**config.mk**
```make
export PLATFORM = sky130hd
export DESIGN_NAME = out_width_fifo
export DESIGN_NICKNAME = d
export VERILOG_FILES = /design/src/rtl/des_buf_pkg.sv /design/src/rtl/wrap_ptr.sv /design/src/rtl/out_width_fifo.sv
export SDC_FILE = /design/constraint.sdc
export NUM_CORES = 1
export LEC_CHECK = 0
export ABC_AREA = 1
export CAP_MARGIN = 20
export CORE_UTILIZATION = 25
export CTS_CLUSTER_DIAMETER = 80
export DETAILED_ROUTE_END_ITERATION = 8
export DONT_BUFFER_PORTS = 1
export PLACE_DENSITY = 0.43
export RECOVER_POWER = 25
export SYNTH_ARGS = -nofsm -noshare
export SYNTH_HDL_FRONTEND = slang
export SYNTH_SLANG_ARGS = --single-unit
```
**constraint.sdc**
```tcl
create_clock -name clk -period 2.05 [get_ports clk]
set_clock_uncertainty 0.1 [all_clocks]
set_input_delay 0.3075 -clock clk [delete_from_list [all_inputs] [get_ports clk]]
set_output_delay 0.3075 -clock clk [all_outputs]
set_load 0.02 [all_outputs]
```
**src/rtl/des_buf_pkg.sv**
```systemverilog
// Shared constants and types for the 3DES output buffering path.
package des_buf_pkg;

  localparam int DES_BLK_W = 64;
  localparam int BUS_W     = 32;

  typedef logic [BUS_W-1:0] bus_word_t;

  // Number of read-side words carried by one write-side block.
  function automatic int ratio(input int in_w, input int out_w);
    return in_w / out_w;
  endfunction

endpackage

```
**src/rtl/wrap_ptr.sv**
```systemverilog
// Wrapping pointer register: advances by STEP when enabled, returns to zero on clr.
module wrap_ptr #(
  parameter int PTR_W = 5,
  parameter int STEP  = 1
) (
  input  logic             clk,
  input  logic             n_rst,
  input  logic             en,
  input  logic             clr,
  output logic [PTR_W-1:0] ptr
);

  logic [PTR_W-1:0] ptr_d, ptr_q;

  // Storage depth is a power of two, so natural PTR_W overflow is the mod-DEPTH wrap.
  always_comb begin
    ptr_d = ptr_q;
    if (clr)     ptr_d = '0;
    else if (en) ptr_d = ptr_q + PTR_W'(STEP);
  end

  // NOTE: sequential state uses non-blocking assignments so every flop samples pre-edge values.
  always_ff @(posedge clk or negedge n_rst) begin
    if (!n_rst) ptr_q <= '0;
    else        ptr_q <= ptr_d;
  end

  assign ptr = ptr_q;

endmodule

```
**src/rtl/out_width_fifo.sv**
```systemverilog
// Width-converting circular FIFO: accepts IN_W-bit cipher blocks, emits OUT_W-bit words (FWFT).
module out_width_fifo
  import des_buf_pkg::*;
#(
  parameter  int IN_W      = DES_BLK_W,
  parameter  int OUT_W     = BUS_W,
  parameter  int DEPTH     = 32,
  parameter  int AFULL_LVL = 24,
  parameter  int LSW_FIRST = 1,
  localparam int RATIO     = ratio(IN_W, OUT_W),
  localparam int LVL_W     = $clog2(DEPTH + 1),
  localparam int PTR_W     = $clog2(DEPTH)
) (
  input  logic             clk,
  input  logic             n_rst,
  input  logic             clear,
  input  logic [IN_W-1:0]  in_data,
  input  logic             in_valid,
  output logic             in_ready,
  output logic [OUT_W-1:0] out_data,
  output logic             out_valid,
  input  logic             out_ready,
  output logic [LVL_W-1:0] level,
  output logic             afull,
  output logic             ovf_err
);

  if (IN_W % OUT_W != 0) begin : g_chk_ratio
    $error("IN_W must be an integer multiple of OUT_W");
  end
  if ((DEPTH & (DEPTH - 1)) != 0) begin : g_chk_pow2
    $error("DEPTH must be a power of two");
  end
  if (DEPTH < 2 * RATIO) begin : g_chk_depth
    $error("DEPTH must hold at least two blocks");
  end
  if (AFULL_LVL > DEPTH) begin : g_chk_afull
    $error("AFULL_LVL must not exceed DEPTH");
  end

  localparam logic [LVL_W-1:0] RDY_MAX = LVL_W'(DEPTH - RATIO);
  localparam logic [LVL_W-1:0] AFULL_V = LVL_W'(AFULL_LVL);
  localparam logic [LVL_W-1:0] BLK_V   = LVL_W'(RATIO);

  logic [OUT_W-1:0] mem_d [DEPTH];
  logic [OUT_W-1:0] mem_q [DEPTH];
  logic [LVL_W-1:0] level_d, level_q;
  logic             ovf_d, ovf_q;
  logic [PTR_W-1:0] wr_ptr, rd_ptr;
  logic             push, pop;

  // Flags come from registered level only, so no ready/valid path is combinational through the FIFO.
  assign in_ready  = (level_q <= RDY_MAX);
  assign out_valid = (level_q != '0);
  assign afull     = (level_q >= AFULL_V);
  assign push      = in_valid & in_ready & ~clear;
  assign pop       = out_valid & out_ready & ~clear;

  wrap_ptr #(.PTR_W(PTR_W), .STEP(RATIO)) u_wr_ptr (
    .clk   (clk),
    .n_rst (n_rst),
    .en    (push),
    .clr   (clear),
    .ptr   (wr_ptr)
  );

  wrap_ptr #(.PTR_W(PTR_W), .STEP(1)) u_rd_ptr (
    .clk   (clk),
    .n_rst (n_rst),
    .en    (pop),
    .clr   (clear),
    .ptr   (rd_ptr)
  );

  // NOTE: every always_comb output gets a default first, otherwise untouched paths infer latches.
  always_comb begin
    mem_d = mem_q;
    if (push) begin
      for (int k = 0; k < RATIO; k++) begin
        if (LSW_FIRST != 0) mem_d[wr_ptr + PTR_W'(k)] = in_data[k*OUT_W +: OUT_W];
        else                mem_d[wr_ptr + PTR_W'(k)] = in_data[(RATIO-1-k)*OUT_W +: OUT_W];
      end
    end
  end

  always_comb begin
    level_d = level_q;
    ovf_d   = ovf_q | (in_valid & ~in_ready);
    if (clear) begin
      level_d = '0;
      ovf_d   = 1'b0;
    end else begin
      unique case ({push, pop})
        2'b10:   level_d = level_q + BLK_V;
        2'b01:   level_d = level_q - 1'b1;
        2'b11:   level_d = level_q + BLK_V - 1'b1;
        default: level_d = level_q;
      endcase
    end
  end

  // NOTE: storage is zeroed on reset so out_data reads 0 after reset; clear leaves it alone.
  always_ff @(posedge clk or negedge n_rst) begin
    if (!n_rst) begin
      for (int i = 0; i < DEPTH; i++) mem_q[i] <= '0;
      level_q <= '0;
      ovf_q   <= 1'b0;
    end else begin
      mem_q   <= mem_d;
      level_q <= level_d;
      ovf_q   <= ovf_d;
    end
  end

  assign out_data = mem_q[rd_ptr];
  assign level    = level_q;
  assign ovf_err  = ovf_q;

  assert property (@(posedge clk) disable iff (!n_rst) level_q <= LVL_W'(DEPTH));

endmodule

```
==> out/metrics.cfg <==
[logic_synthesis]
syn_inst = 5416
synth_nets = 5490
yosysWarningCount = 0
synth_seq_area_share = 0.562
avgSynthCellArea_sq_um = 8.55
netlist_top_cells_area = dfrtp_1 (56%), o21ai_0 (16%), nand2_1 (9.7%), nor2_1 (4.3%), clkbuf_1 (2.9%)
synth_top_area_frac = 0.562
synth_ff_type = dfrtp_1
synth.most_common_cell = o21ai_0
ys_ff_latch = 1040
synth_edf_count = 0
yosysTopAreaCell = dfrtp_1
synthArstFlopShare = 1.00
synth.distinct_cells = 34
synth_commonest_cells = o21ai_0 (1507), nand2_1 (1191), dfrtp_1 (1040)
synth_area_sq_mm = 0.0463

[critical_path]
cp_num_buf_inv = 6
critPathLaunch = u_rd_ptr.ptr[0]
critPathTopFamily = buffers and inverters
start_kind = flop
crit_chain = buf_12 -> buf_12 -> buf_4 -> buf_4 -> nor2_1 -> o221ai_1 -> nand3_1 -> nand3_1 -> o21ai_2 -> buf_6 -> inv_1
r2r_end = mem_q[102]
reg2regPathDepth = 15
end_kind = output port
crit_end = out_data[13]
path_depth = 11
cp_slowest_stage_delay_ps = 500
critical_path_arrival_ps = 2870
crit_type = reg -> out
timing.rr.start = level[3]
cp_slowest_cell = dfrtp_4
critical_path_required_ps = 1640
crit_fanout = 13
ff2ff_setup_slack_ps = -230

[place]
place_ws_ps = -677
dpl.cell_count = 7763
portBuffers = 0
dpl.hpwl_mm = 102
gp_congestion = 0.800

[power]
p_int_uw = 44100
switching_share = 0.336
switching_power_uw = 22300
peakVddDrop_uv = 660
leakagePower_uw = 0.0267
powerDensity_mw_per_mm2 = 1100
pwr-share-comb = 0.311
p_clk_frac = 0.317
seq_power_share = 0.372

[floorplanning]
core_area_sq_mm = 0.183
die_h_um = 432
die_x_um = 432
placementRows = 157
initial_utilization = 0.252
ioPinCount = 111
design.die.area_sq_mm = 0.187

[sta]
worst_pin_slew_ps = 1160
period_share = 1.60
tns_ps = -101420
finalHoldViolCount = 0
holdWs_ps = 39.2
fmax_mhz = 305
rsz0062_at_grt = yes
timing.final.ws_setup_ps = -1220
setup_viol = 751
slew_viol_final = 0
slew_headroom = 0.224
fin_crit_ps = 3270

[finish]
n_fill_cell = 19211
nets = 5679
area_growth_pct = 29.9
layout-drive-gt1-share = 0.178
final_cells = 8169

[cts]
cts_buffers = 111
cts_tree = done
root_buffer = clkbuf_16
cts_sinks = 1040
htreeDepth = 3
path_clk_slew_ps = 70
cts.path.max_buffers = 3
worstSkewPairLatency_ps = 740

[grt]
gr-usage-met3 = 0.0290
grt_pass1_vias = 39428
grt_overflow_total = 0
antenna_found_initial = 26
grt_use_met2 = 0.295
grt_use_total = 0.184
grt_pass1_wl_mm = 261
gr-usage-met1 = 0.254
top_usage_layer = met2
grt_max_degree = 85

[routing]
ant_nets = 0
drt_iter0_drc = 3647
vias = 40408
wirelength_mm = 183
dr.pass1.iters = 6
drc_errors = 0
viasPerCell = 4.95
wl_per_cell_um = 22.4

[hold_path]
hold_path_depth = 2
hp-class = in -> reg

[run_status]
status = finished, violations left
violations = negative setup slack

[run]
cap_violations = 0

worst reg2reg max path, stage by stage (launching register included):
cell	delay (ps)
dfrtp_2	430
nand2_4	90
nor2_4	50
nand3_4	60
nand3_4	90
nor2_4	170
inv_2	100
nor2_8	150
inv_4	60
nor2_8	90
buf_6	100
nand3_4	80
buf_12	150
buf_12	220
nand2_1	140
o21ai_2	50
layer usage:
metal	up-vias	wire [um]
li1	18815	-
met1	20236	85100
met2	1076	83600
met3	279	9150
met4	2	4920
met5	-	13
power groups by stage:
stage	Sequential (uW)	Clock, uW	Combinational, uW
CTS	24600	21500	19000
global route	25000	22300	22600
detailed placement	24900	0	16600
global placement	24900	0	16500
finish	24700	21000	20700
floorplan	24500	0	9600
kinds of logic after synthesis:
| group | count (synthesis) | share of synthesized area |
|---|---|---|
| compound gates | 1888 | 0.223 |
| simple gates | 1854 | 0.157 |
| flops | 1040 | 0.562 |
| buf+inv | 627 | 0.0564 |
| fa+ha+maj | 5 | 0.00135 |
| xor+xnor | 2 | 0.000378 |
area by class of cell:
| class | instances | area (sq um) | area share |
|---|---|---|---|
| repair inverters | 2 | 20.0 | 0.000333 |
| flip-flops and latches | 1040 | 26000 | 0.433 |
| inverters | 130 | 547 | 0.00909 |
| diodes | 8 | 20.0 | 0.000333 |
| multi-input cells | 3751 | 18800 | 0.313 |
| well taps | 2464 | 3080 | 0.0512 |
| repair buffers | 569 | 7890 | 0.131 |
| clock buffers | 167 | 3350 | 0.0557 |
| clock inverters | 38 | 408 | 0.00678 |
timing repair:
| item | in CTS | in global routing |
|---|---|---|
| pin swaps | 47 | 85 |
| hold endpoints to repair | 1811 | 0 |
| setup endpoints to repair | 347 | 1064 |
| gates cloned | 30 | 34 |
| buffers inserted | 38 | 27 |
| hold buffers | 68 | 0 |
| resized for setup | 305 | 328 |
cells in the final DEF (no fill, tap or decap), types with 6 or more instances in the layout:
cell	instances
clkbuf_2	6
o22ai_2	7
buf_8	10
o21ai_0	1309
clkinvlp_4	7
nand4_1	37
nor2_2	23
a21oi_1	6
buf_4	202
o211ai_1	35
nand2_2	28
clkbuf_8	32
bufbuf_16	8
nand3_2	12
o21ai_2	148
nand2_1	1132
nand2_4	31
buf_6	55
dfrtp_2	7
o221ai_1	84
o22ai_1	158
clkbuf_1	29
clkbuf_16	138
buf_12	146
nand3_4	8
nand3_1	61
nor2_4	12
buf_16	37
inv_1	95
inv_4	7
o21ai_1	126
nor2_1	498
o221ai_2	9
inv_2	22
dfrtp_1	1030
bufinv_16	7
clkinv_2	22
dlygate4sd3_1	68
diode_2	8
state kept, by name, summed over array words and instances (netlist names):
register	flops
level	6
mem_q	1024
ovf_err	1
u_rd_ptr.ptr	5
u_wr_ptr.ptr	4
through the flow:
| stage | instance area, sq um | utilization | power [uW] |
|---|---|---|---|
| floorplan | 46300 | - | 34100 |
| global placement | 52100 | 0.284 | 41400 |
| detailed placement | 52100 | 0.284 | 41500 |
| CTS | 58500 | 0.319 | 65100 |
| global route | 60200 | 0.328 | 69900 |
| finish | 60200 | 0.328 | 66400 |
worst min path at each step:
stage | startpoint | endpoint | slack (ps)
finish | in_data[43] | mem_q[75] | 40
global route | in_data[43] | mem_q[75] | 30
CTS | in_data[43] | mem_q[75] | 10
detailed placement | n_rst | mem_q[964] | 150
global placement | n_rst | mem_q[932] | 150
floorplan | n_rst | level[0] | -90
No activity file was read; power rests on OpenSTA's default activity.
